--- src/rtl/soc_system_pio_seq_pkg.sv ---
// Shared definitions for the PIO pattern sequencer: FSM states, CSR word
// addresses and CTRL/STATUS bit positions.
package soc_system_pio_seq_pkg;

    typedef enum logic [1:0] {
        ST_IDLE  = 2'd0,
        ST_WRITE = 2'd1,
        ST_READ  = 2'd2,
        ST_WAIT  = 2'd3
    } seqState_t;

    // Addresses 4..7 (address[2] set) select the PATTERN entries.
    localparam logic [2:0] ADDR_CTRL     = 3'd0;
    localparam logic [2:0] ADDR_STATUS   = 3'd1;
    localparam logic [2:0] ADDR_INTERVAL = 3'd2;
    localparam logic [2:0] ADDR_RESERVED = 3'd3;

    localparam int CTRL_START = 0;
    localparam int CTRL_LOOP  = 1;
    localparam int CTRL_STOP  = 2;

    localparam int STAT_BUSY     = 0;
    localparam int STAT_DONE     = 1;
    localparam int STAT_MISMATCH = 2;
    localparam int STAT_INDEX_LO = 4;

endpackage

--- src/rtl/soc_system_pio_sequencer_if.sv ---
// Simple memory-mapped bus (address/chipselect/write_n/data) used both for the
// CSR slave port and for the master port towards the PIO.
interface soc_system_pio_sequencer_if #(
    parameter int ADDR_W = 3
) ();
    logic [ADDR_W-1:0] address;
    logic              chipselect;
    logic              write_n;
    logic [31:0]       writedata;
    logic [31:0]       readdata;

    modport master (
        output address, chipselect, write_n, writedata,
        input  readdata
    );

    modport slave (
        input  address, chipselect, write_n, writedata,
        output readdata
    );
endinterface

--- src/rtl/soc_system_pio_seq_timer.sv ---
// Interval down-counter: loads a start value, counts down while enabled and
// stops at zero.
module soc_system_pio_seq_timer
    import soc_system_pio_seq_pkg::*;
#(
    parameter int CNT_W = 24
) (
    input  logic             clk,
    input  logic             reset_n,
    input  logic             i_load,
    input  logic [CNT_W-1:0] i_loadValue,
    input  logic             i_enable,
    output logic             o_zero
);

    logic [CNT_W-1:0] r_count;

    always_ff @(posedge clk) begin
        if (!reset_n) begin
            r_count <= '0;
        end else if (i_load) begin
            r_count <= i_loadValue;
        end else if (i_enable && (r_count != '0)) begin
            r_count <= r_count - 1'b1;
        end
    end

    assign o_zero = (r_count == '0);

endmodule

--- src/rtl/soc_system_pio_sequencer.sv ---
// Steps a table of patterns out to a PIO slave: write each entry, read it back,
// flag any difference, then wait INTERVAL cycles before the next entry.
module soc_system_pio_sequencer
    import soc_system_pio_seq_pkg::*;
#(
    parameter int PATTERN_DEPTH = 4,
    parameter int DATA_W        = 3,
    parameter int CNT_W         = 24
) (
    input  logic                        clk,
    input  logic                        reset_n,
    soc_system_pio_sequencer_if.slave   csr,
    soc_system_pio_sequencer_if.master  pio,
    output logic                        irq
);

    localparam int IDX_W = (PATTERN_DEPTH > 1) ? $clog2(PATTERN_DEPTH) : 1;

    seqState_t        r_state;
    logic [IDX_W-1:0] r_index;
    logic             r_loop;
    logic             r_done;
    logic             r_mismatch;
    logic [CNT_W-1:0] r_interval;
    logic [DATA_W-1:0] r_pattern [PATTERN_DEPTH];
    logic             r_pioCs;
    logic             r_pioWriteN;
    logic [DATA_W-1:0] r_pioWriteData;

    logic             w_csrWrite, w_ctrlWrite, w_statusWrite;
    logic             w_start, w_stop, w_busy;
    logic             w_stepAdvance, w_finish, w_setDone, w_setMismatch;
    logic             w_timerLoad, w_timerZero;
    logic [1:0]       w_patSel;
    logic             w_patHit;
    logic [IDX_W-1:0] w_nextIndex;
    logic [31:0]      w_csrReadData;
    logic             w_unused;

    assign w_csrWrite    = csr.chipselect && !csr.write_n;
    assign w_ctrlWrite   = w_csrWrite && (csr.address == ADDR_CTRL);
    assign w_statusWrite = w_csrWrite && (csr.address == ADDR_STATUS);
    assign w_start       = w_ctrlWrite && csr.writedata[CTRL_START];
    assign w_stop        = w_ctrlWrite && csr.writedata[CTRL_STOP];
    assign w_busy        = (r_state != ST_IDLE);
    assign w_patSel      = csr.address[1:0];
    assign w_patHit      = csr.address[2] && (int'(w_patSel) < PATTERN_DEPTH);

    // A step ends after READ when no wait is programmed, otherwise when WAIT drains.
    assign w_stepAdvance = ((r_state == ST_READ) && (r_interval == '0)) ||
                           ((r_state == ST_WAIT) && w_timerZero);
    assign w_finish      = (r_index == IDX_W'(PATTERN_DEPTH - 1)) && !r_loop;
    assign w_nextIndex   = (r_index == IDX_W'(PATTERN_DEPTH - 1)) ? '0 : r_index + 1'b1;
    assign w_setDone     = w_stepAdvance && w_finish && !w_stop;
    assign w_setMismatch = (r_state == ST_READ) &&
                           (pio.readdata[DATA_W-1:0] != r_pattern[r_index]);

    // Loading INTERVAL-1 and leaving on zero gives exactly INTERVAL WAIT cycles.
    assign w_timerLoad   = (r_state == ST_READ) && (r_interval != '0);

    soc_system_pio_seq_timer #(.CNT_W(CNT_W)) u_timer (
        .clk         (clk),
        .reset_n     (reset_n),
        .i_load      (w_timerLoad),
        .i_loadValue (r_interval - 1'b1),
        .i_enable    (r_state == ST_WAIT),
        .o_zero      (w_timerZero)
    );

    always_ff @(posedge clk) begin
        if (!reset_n) begin
            r_interval <= '0;
            for (int i = 0; i < PATTERN_DEPTH; i++) r_pattern[i] <= '0;
        end else if (w_csrWrite) begin
            if (csr.address == ADDR_INTERVAL) r_interval <= csr.writedata[CNT_W-1:0];
            if (w_patHit) r_pattern[w_patSel] <= csr.writedata[DATA_W-1:0];
        end
    end

    // Hardware set takes priority over a coincident write-one-to-clear.
    always_ff @(posedge clk) begin
        if (!reset_n) begin
            r_done     <= 1'b0;
            r_mismatch <= 1'b0;
        end else begin
            r_done     <= (r_done && !(w_statusWrite && csr.writedata[STAT_DONE])) || w_setDone;
            r_mismatch <= (r_mismatch && !(w_statusWrite && csr.writedata[STAT_MISMATCH])) ||
                          w_setMismatch;
        end
    end

    always_ff @(posedge clk) begin
        if (!reset_n) begin
            r_state        <= ST_IDLE;
            r_index        <= '0;
            r_loop         <= 1'b0;
            r_pioCs        <= 1'b0;
            r_pioWriteN    <= 1'b1;
            r_pioWriteData <= '0;
        end else begin
            r_pioCs     <= 1'b0;
            r_pioWriteN <= 1'b1;
            if (w_stop) begin
                r_state <= ST_IDLE;
            end else begin
                unique case (r_state)
                    ST_IDLE: begin
                        if (w_start) begin
                            r_index        <= '0;
                            r_loop         <= csr.writedata[CTRL_LOOP];
                            r_state        <= ST_WRITE;
                            r_pioCs        <= 1'b1;
                            r_pioWriteN    <= 1'b0;
                            r_pioWriteData <= r_pattern[0];
                        end
                    end
                    ST_WRITE: begin
                        r_state <= ST_READ;
                        r_pioCs <= 1'b1;
                    end
                    ST_READ: begin
                        if (r_interval != '0) r_state <= ST_WAIT;
                    end
                    ST_WAIT: begin
                    end
                    default: r_state <= ST_IDLE;
                endcase
                if (w_stepAdvance) begin
                    if (w_finish) begin
                        r_state <= ST_IDLE;
                    end else begin
                        r_index        <= w_nextIndex;
                        r_state        <= ST_WRITE;
                        r_pioCs        <= 1'b1;
                        r_pioWriteN    <= 1'b0;
                        r_pioWriteData <= r_pattern[w_nextIndex];
                    end
                end
            end
        end
    end

    always_comb begin
        w_csrReadData = '0;
        case (csr.address)
            ADDR_CTRL, ADDR_RESERVED: w_csrReadData = '0;
            ADDR_STATUS: begin
                w_csrReadData[STAT_BUSY]            = w_busy;
                w_csrReadData[STAT_DONE]            = r_done;
                w_csrReadData[STAT_MISMATCH]        = r_mismatch;
                w_csrReadData[STAT_INDEX_LO +: 2]   = 2'(r_index);
            end
            ADDR_INTERVAL: w_csrReadData[CNT_W-1:0] = r_interval;
            default: begin
                if (w_patHit) w_csrReadData[DATA_W-1:0] = r_pattern[w_patSel];
            end
        endcase
    end

    assign csr.readdata  = w_csrReadData;
    assign pio.address   = '0;
    assign pio.chipselect = r_pioCs;
    assign pio.write_n   = r_pioWriteN;
    assign pio.writedata = {{(32 - DATA_W){1'b0}}, r_pioWriteData};
    assign irq           = r_done || r_mismatch;

    assign w_unused = &{1'b0, pio.readdata[31:DATA_W], csr.writedata[31:CNT_W]};

endmodule

--- src/flat_wrapper.sv ---
// flat-port wrapper written by rule: the top's interface ports become plain ports
module soc_system_pio_sequencer_flat import soc_system_pio_seq_pkg::*;
#(
    parameter int PATTERN_DEPTH = 4,
    parameter int DATA_W        = 3,
    parameter int CNT_W         = 24
)
  (clk, reset_n, irq, csr_address, csr_chipselect, csr_write_n, csr_writedata, csr_readdata, pio_address, pio_chipselect, pio_write_n, pio_writedata, pio_readdata);
  soc_system_pio_sequencer_if #(.ADDR_W(3)) csr_i ();
  soc_system_pio_sequencer_if #(.ADDR_W(2)) pio_i ();
  input  logic clk;
  input  logic reset_n;
  output logic irq;
  input wire logic [$bits(csr_i.address)-1:0] csr_address;
  input wire logic [$bits(csr_i.chipselect)-1:0] csr_chipselect;
  input wire logic [$bits(csr_i.write_n)-1:0] csr_write_n;
  input wire logic [$bits(csr_i.writedata)-1:0] csr_writedata;
  output wire logic [$bits(csr_i.readdata)-1:0] csr_readdata;
  output wire logic [$bits(pio_i.address)-1:0] pio_address;
  output wire logic [$bits(pio_i.chipselect)-1:0] pio_chipselect;
  output wire logic [$bits(pio_i.write_n)-1:0] pio_write_n;
  output wire logic [$bits(pio_i.writedata)-1:0] pio_writedata;
  input wire logic [$bits(pio_i.readdata)-1:0] pio_readdata;
  assign csr_i.address = csr_address;
  assign csr_i.chipselect = csr_chipselect;
  assign csr_i.write_n = csr_write_n;
  assign csr_i.writedata = csr_writedata;
  assign csr_readdata = csr_i.readdata;
  assign pio_address = pio_i.address;
  assign pio_chipselect = pio_i.chipselect;
  assign pio_write_n = pio_i.write_n;
  assign pio_writedata = pio_i.writedata;
  assign pio_i.readdata = pio_readdata;
  soc_system_pio_sequencer #(.PATTERN_DEPTH(PATTERN_DEPTH), .DATA_W(DATA_W), .CNT_W(CNT_W)) u_core (.clk(clk), .reset_n(reset_n), .csr(csr_i), .pio(pio_i), .irq(irq));
endmodule
--- config.mk ---
export PLATFORM = sky130hd
export DESIGN_NAME = soc_system_pio_sequencer_flat
export DESIGN_NICKNAME = d
export VERILOG_FILES = /design/src/rtl/soc_system_pio_seq_pkg.sv /design/src/rtl/soc_system_pio_sequencer_if.sv /design/src/rtl/soc_system_pio_seq_timer.sv /design/src/rtl/soc_system_pio_sequencer.sv /design/src/flat_wrapper.sv
export SDC_FILE = /design/constraint.sdc
export NUM_CORES = 1
export LEC_CHECK = 0
export CORE_MARGIN = 3
export CORE_UTILIZATION = 40
export CTS_CLUSTER_SIZE = 28
export DETAILED_ROUTE_END_ITERATION = 6
export PLACE_DENSITY_LB_ADDON = 0.3
export REMOVE_ABC_BUFFERS = 1
export SKIP_LAST_GASP = 1
export SLEW_MARGIN = 20
export SYNTH_ARGS = -nofsm -noshare
export SYNTH_HDL_FRONTEND = slang
export SYNTH_SLANG_ARGS = --single-unit
--- constraint.sdc ---
create_clock -name clk -period 3.4 [get_ports clk]
set_input_delay 0.68 -clock clk [delete_from_list [all_inputs] [get_ports clk]]
set_output_delay 0.68 -clock clk [all_outputs]
set_load 0.02 [all_outputs]
==> metrics.cfg, run 1 <==
[outcome]
status=complete, no violations

[synth]
synth_edf_count=12
yosysWarnings=0
synthFlopType=dfxtp_1
syn_area_sq_um=4920
synth_area_per_cell_sq_um=8.16
ys_seq_elements=74
ys_types=73
postSynthCellCount=603
seq_area_frac_synth_pct=32.6
async_flop_share_pct=0

[power_and_ir_drop]
comb_power_share_pct=22.0
p_leak_nw=2.38
power_frac_seq_pct=37.8
p_clk_share_pct=40.1
ir_drop_mv=0.193
p_int_mw=1.79
p_sw_share_pct=28.9
switchingPower_mw=0.728
power.density_nw_per_um2=416
finalPower_mw=2.52

[finish]
final_nets=759
final_common_cell=nand2_1
fin_cells=828
area_growth_pct=22.9
final_cell_mix=nand2_1 (91), dfxtp_1 (62), clkdlybuf4s50_1 (62), nor2_1 (59), a21oi_1 (40)
diodes=0
drive_above_1_share_pct=11.8

[timing]
worstMarginPinSlew_ns=0.667
whs_ns=0.498
drv_slew=0
fin_tns_setup_ns=0
finalCritPeriodShare_pct=95.0
rsz0062_at_grt=false
min_period_ns=3.23
finalClockSkew_ns=0.00720
max_freq_mhz=310
setup_viol=0
relSlewSlack_pct=55.1
hold_viol=0

[min_path]
min_path_type=register to register
hold_path.startpoint=u_core.r_pioWriteData[1]$_SDFFE_PN0N_

[routing]
routedWlPerCell_microns=16.6
routed-via-count=4665
ant_nets=0
drt_iter0_markers=456
viasPerCell=5.63
postRouteWirelength_microns=13800
drt_pass1_iterations=5
drc=0

[die]
core_area_sq_um=11700
start_util_pct=42.0
die_y_microns=117
die_w_microns=117
design.die.area_sq_um=13700
io_pins=140
rows=39

[grt]
overflow=0
antenna_found_initial=0
grt_usage_pct=20.7
grt_pass1_vias=4369
grt_pass1_wl_microns=22400
grt_max_degree=41

[clocking]
clk_path_buf_depth=2
postCtsHoldBufs=0
cts.sinks=74
cts_tree=done
numCtsBuffers=9
root_buffer=clkbuf_16
htree_levels=3
clk_latency_ns=0.34
clk_pin_slew_ns=0.06

[worst_setup_path]
required_ns=2.72
path_max_fanout=5
critical_path_class=primary input to primary output
r2r_start=u_core.r_interval[7]$_SDFFE_PN0P_
start_kind=primary input
worst-r2r-setup-slack_ns=0.22
startpoint=csr_address[1]
cp.arrival_ns=2.55
endpoint_kind=primary output

[placed_design]
dp_hpwl_microns=10300
portBuffers=63
place.gp.congestion=0.919
post-place-cells=812

[job]
cap_violations=0

layout make-up:
type | count | area (sq um)
timing repair buffer | 98 | 896
clock inverter | 7 | 83.8
fill | 1085 | 5670
multi-input combinational | 486 | 3020
clock buffer | 9 | 225
sequential | 74 | 1600
tap | 143 | 179
inverter | 11 | 41.3
worst max-delay path: stages:
cell and delay, ns:
clkdlybuf4s50_1 0.60, nor2b_1 0.33, a22oi_1 0.13, o21ai_0 0.18, clkdlybuf4s50_1 0.63
metrics by stage:
step                      cell area, sq um  setup WS (ns)  utilization [%]
after floorplan                       4640         -0.164                -
after global placement                5710          0.138             48.8
after detailed placement              5710         0.0996             48.8
after CTS                             6020         0.0792             51.4
after global routing                  6050         0.0383             51.6
final                                 6050          0.171             51.6
Yosys cell counts (4+ instances only):
cell type  number  share of area [%]
nand4_1         7               0.89
a21oi_1        40                4.1
xor2_1         10                1.8
nand3_1        12                1.2
ha_1            8                2.0
or3_1          12                1.5
o21a_1          4               0.61
edfxtp_1       12                7.3
nor4_1         10                1.3
mux2i_1         7                1.4
o21ai_0        15                1.5
nor4_2          4                1.0
buf_4          41                6.3
a211oi_1        9                1.4
nand3b_1        5               0.76
and2_1         23                2.9
a22oi_1         8                1.2
o22ai_1         4               0.51
nand2_1        91                6.9
xnor2_1        12                2.1
a31oi_1         6               0.76
inv_1          11               0.84
dfxtp_1        62                 25
o211ai_1        4               0.61
o21ai_1         4               0.41
nand2b_1        4               0.51
nor2_1         59                4.5
nor3_1         17                1.7
clkbuf_1       25                1.9
mux4_2          9                4.1
registers in the layout, summed over array words and instances, names as in the netlist, named ones only:
register	cells
u_core.pio.chipselect	1
u_core.pio.write_n	1
u_core.r_done	1
u_core.r_index	2
u_core.r_interval	24
u_core.r_loop	1
u_core.r_mismatch	1
u_core.r_pattern	12
u_core.r_pioWriteData	3
u_core.r_state	2
u_core.u_timer.r_count	24
power by group through the flow:
stage               combinational [mW]  sequential, mW  clock [mW]
detailed placement               0.545           0.969           0
global route                     0.607           0.955        1.07
finish                           0.555           0.952        1.01
CTS                              0.548           0.951        1.02
floorplan                        0.356           0.967           0
global placement                 0.532           0.968           0
worst paths after layout:
kind                                              to  cells past startpoint
max                                  csr_readdata[1]                      5
min            u_core.r_pioWriteData[1]$_SDFFE_PN0N_                      2
max reg2reg  u_core.u_timer.r_count[20]$_SDFFE_PN0P_                     11
min reg2reg    u_core.r_pioWriteData[1]$_SDFFE_PN0N_                      2
timing repair:
| item | CTS | global route |
|---|---|---|
| gates resized for setup | 0 | 5 |
| endpoints found under the setup margin | 0 | 4 |
| buffers inserted | 0 | 0 |
| endpoints found under the hold margin | 0 | 0 |
cells by family after synthesis:
kind of cell | count (synthesis) | synth area share, %
xor gates and xnor gates | 22 | 3.92
DFF | 74 | 32.6
adders and majority gates | 8 | 2.03
muxes | 18 | 6.05
and+or+nand+nor | 275 | 29.0
buffers and inverters | 81 | 9.49
AOI/OAI and AO/OA | 124 | 16.9
other | 1 | 0.0762
routing by layer:
metal	global-route usage, %	vias up	routed length [microns]
li1	-	2246	-
met1	29.8	2186	6320
met2	32.3	216	6300
met3	3.39	17	1000
met4	5.81	0	149
met5	0	-	0
Note: power is estimated with default switching activity, not from simulation.
==> inputs of run 2 (changes only) <==
--- a/config.mk
+++ b/config.mk
@@ -6,11 +6,12 @@
 export NUM_CORES = 1
 export LEC_CHECK = 0
 export CORE_MARGIN = 3
-export CORE_UTILIZATION = 40
+export CORE_UTILIZATION = 44
 export CTS_CLUSTER_SIZE = 28
 export DETAILED_ROUTE_END_ITERATION = 6
 export PLACE_DENSITY_LB_ADDON = 0.3
 export REMOVE_ABC_BUFFERS = 1
+export SETUP_SLACK_MARGIN = 0.2
 export SKIP_LAST_GASP = 1
 export SLEW_MARGIN = 20
 export SYNTH_ARGS = -nofsm -noshare
==> run 2 against run 1 <==
Clock power down 26%. Global-route usage up 2.5 points. Routed wire length up 5.6%. Total power down 9.2%. Die area down 8.6%. Cell count down 0.12%.
==> metrics.cfg, run 2 (synthesis gave the netlist of run 1 again) <==
[die]
start_util_pct=46.4
rows=37
io_pins=140
die_y_microns=112
die_w_microns=112
design.die.area_sq_um=12500
core_area_sq_um=10600

[finish]
fin_cells=827
final_nets=765
diodes=0
final_common_cell=nand2_1
final_cell_mix=nand2_1 (91), dfxtp_1 (62), nor2_1 (58), clkdlybuf4s50_1 (41)
reg_top3=u_core.r_interval (24), u_core.u_timer.r_count (24), u_core.r_pattern (12)
multi_input_area_sq_um=3070
final.fill_count=952
drive_above_1_share_pct=13.9
seq_area_sq_um=1600
area_growth_pct=23.6
design_area_sq_um=6080

[clocking]
htree_levels=3
cts_tree=done
clk_latency_ns=0.38
numCtsBuffers=9
postCtsHoldBufs=0
clk_pin_slew_ns=0.07
clk_path_buf_depth=2
cts.sinks=74
root_buffer=clkbuf_8

[routing]
wl_met2_microns=6530
drt-met1-wl_microns=6690
postRouteWirelength_microns=14500
ant_nets=0
highest_layer=met4
routedWlPerCell_microns=17.6
viasPerCell=5.75
drt_iter0_markers=359
drt_pass1_iterations=5
routed-via-count=4754
drc=0
wl_met3_microns=1020

[worst_setup_path]
endpoint_kind=primary output
cp_common_cell=clkdlybuf4s50_1
cp.arrival_ns=2.44
start_kind=primary input
r2r_start=u_core.r_interval[7]$_SDFFE_PN0P_
path_cells=clkdlybuf4s50_1 > buf_4 > nor2b_2 > a22oi_1 > nor2_1 > clkdlybuf4s50_1
path_max_fanout=13
required_ns=2.72
worstRegToRegCells=10
critical_path_class=primary input to primary output
crit_slowest_cell=clkdlybuf4s50_1
startpoint=csr_address[0]
max_stage_delay_ns=0.62

[min_path]
hold_path.startpoint=u_core.r_pioWriteData[2]$_SDFFE_PN0N_
min_path_cells=2
min_path_type=register to register

[grt]
grt_max_degree=41
grt_usage_pct=23.3
antenna_found_initial=0
grt_pass1_wl_microns=23500
overflow=0
grt_pass1_vias=4540

[outcome]
status=complete, no violations

[timing]
relSlewSlack_pct=58.7
final.setup.worst_slack_ns=0.277
min_period_ns=3.12
max_freq_mhz=320
rsz0062_at_grt=true
finalCritPeriodShare_pct=91.8
hold_viol=0
finalClockSkew_ns=0.00678
whs_ns=0.506
worstMarginPinSlew_ns=0.619
drv_slew=0
setup_viol=0

[placed_design]
post-place-cells=808
place_ws_ns=0.0764
place.gp.congestion=0.910
place_area_sq_um=5720
dp_hpwl_microns=10700
portBuffers=63

[power_and_ir_drop]
power.density_nw_per_um2=376
ir_drop_mv=0.218
finalPower_mw=2.29
p_leak_nw=2.73

[job]
cap_violations=0

## run 2: final timing paths
path	endpoint	slack, ns
max	csr_readdata[5]	0.28
min reg2reg	u_core.r_pioWriteData[2]$_SDFFE_PN0N_	0.51
min	u_core.r_pioWriteData[2]$_SDFFE_PN0N_	0.51
max reg2reg	u_core.u_timer.r_count[19]$_SDFFE_PN0P_	0.28
## run 2: worst max-delay path, delay by kind of cell
kind	cells	cell delay, ns
buf+inv	3	1.27
compound gates	1	0.12
simple gates	2	0.38
## run 2: stage by stage
step                util [%]  setup TNS, ns
floorplan                  -         -0.278
global placement        54.0              0
detailed placement      54.0              0
CTS                     56.3              0
global route            57.4              0
finish                  57.4              0
## run 2: final cells by class
| cell class | instances | share of cell area (%) |
|---|---|---|
| clock buffer | 12 | 2.72 |
| clock inverter | 4 | 0.802 |
| inverter | 11 | 0.679 |
| multi-input combinational | 486 | 50.5 |
| sequential | 74 | 26.3 |
| tap | 136 | 2.80 |
| timing repair buffer | 104 | 16.1 |
## run 2: what timing repair did
action | CTS | global route
setup buffers | 0 | 3
pin swaps | 1 | 4
resized for setup | 10 | 28
endpoints found under the setup margin | 11 | 32
cloned | 0 | 0
## run 2: report_power, final
part / switching (mW) / internal (mW) / leakage [nW] / total (mW)
combinational: 0.338 / 0.247 / 2.00 / 0.585
sequential: 0.0308 / 0.920 / 0.615 / 0.951
clock: 0.353 / 0.398 / 0.112 / 0.750
total: 0.721 / 1.57 / 2.73 / 2.29
## run 2: layer usage
metal	up-vias	track usage, %
li1	2261	-
met1	2289	32.8
met2	183	35.6
met3	21	4.13
met4	0	8.68
met5	-	0
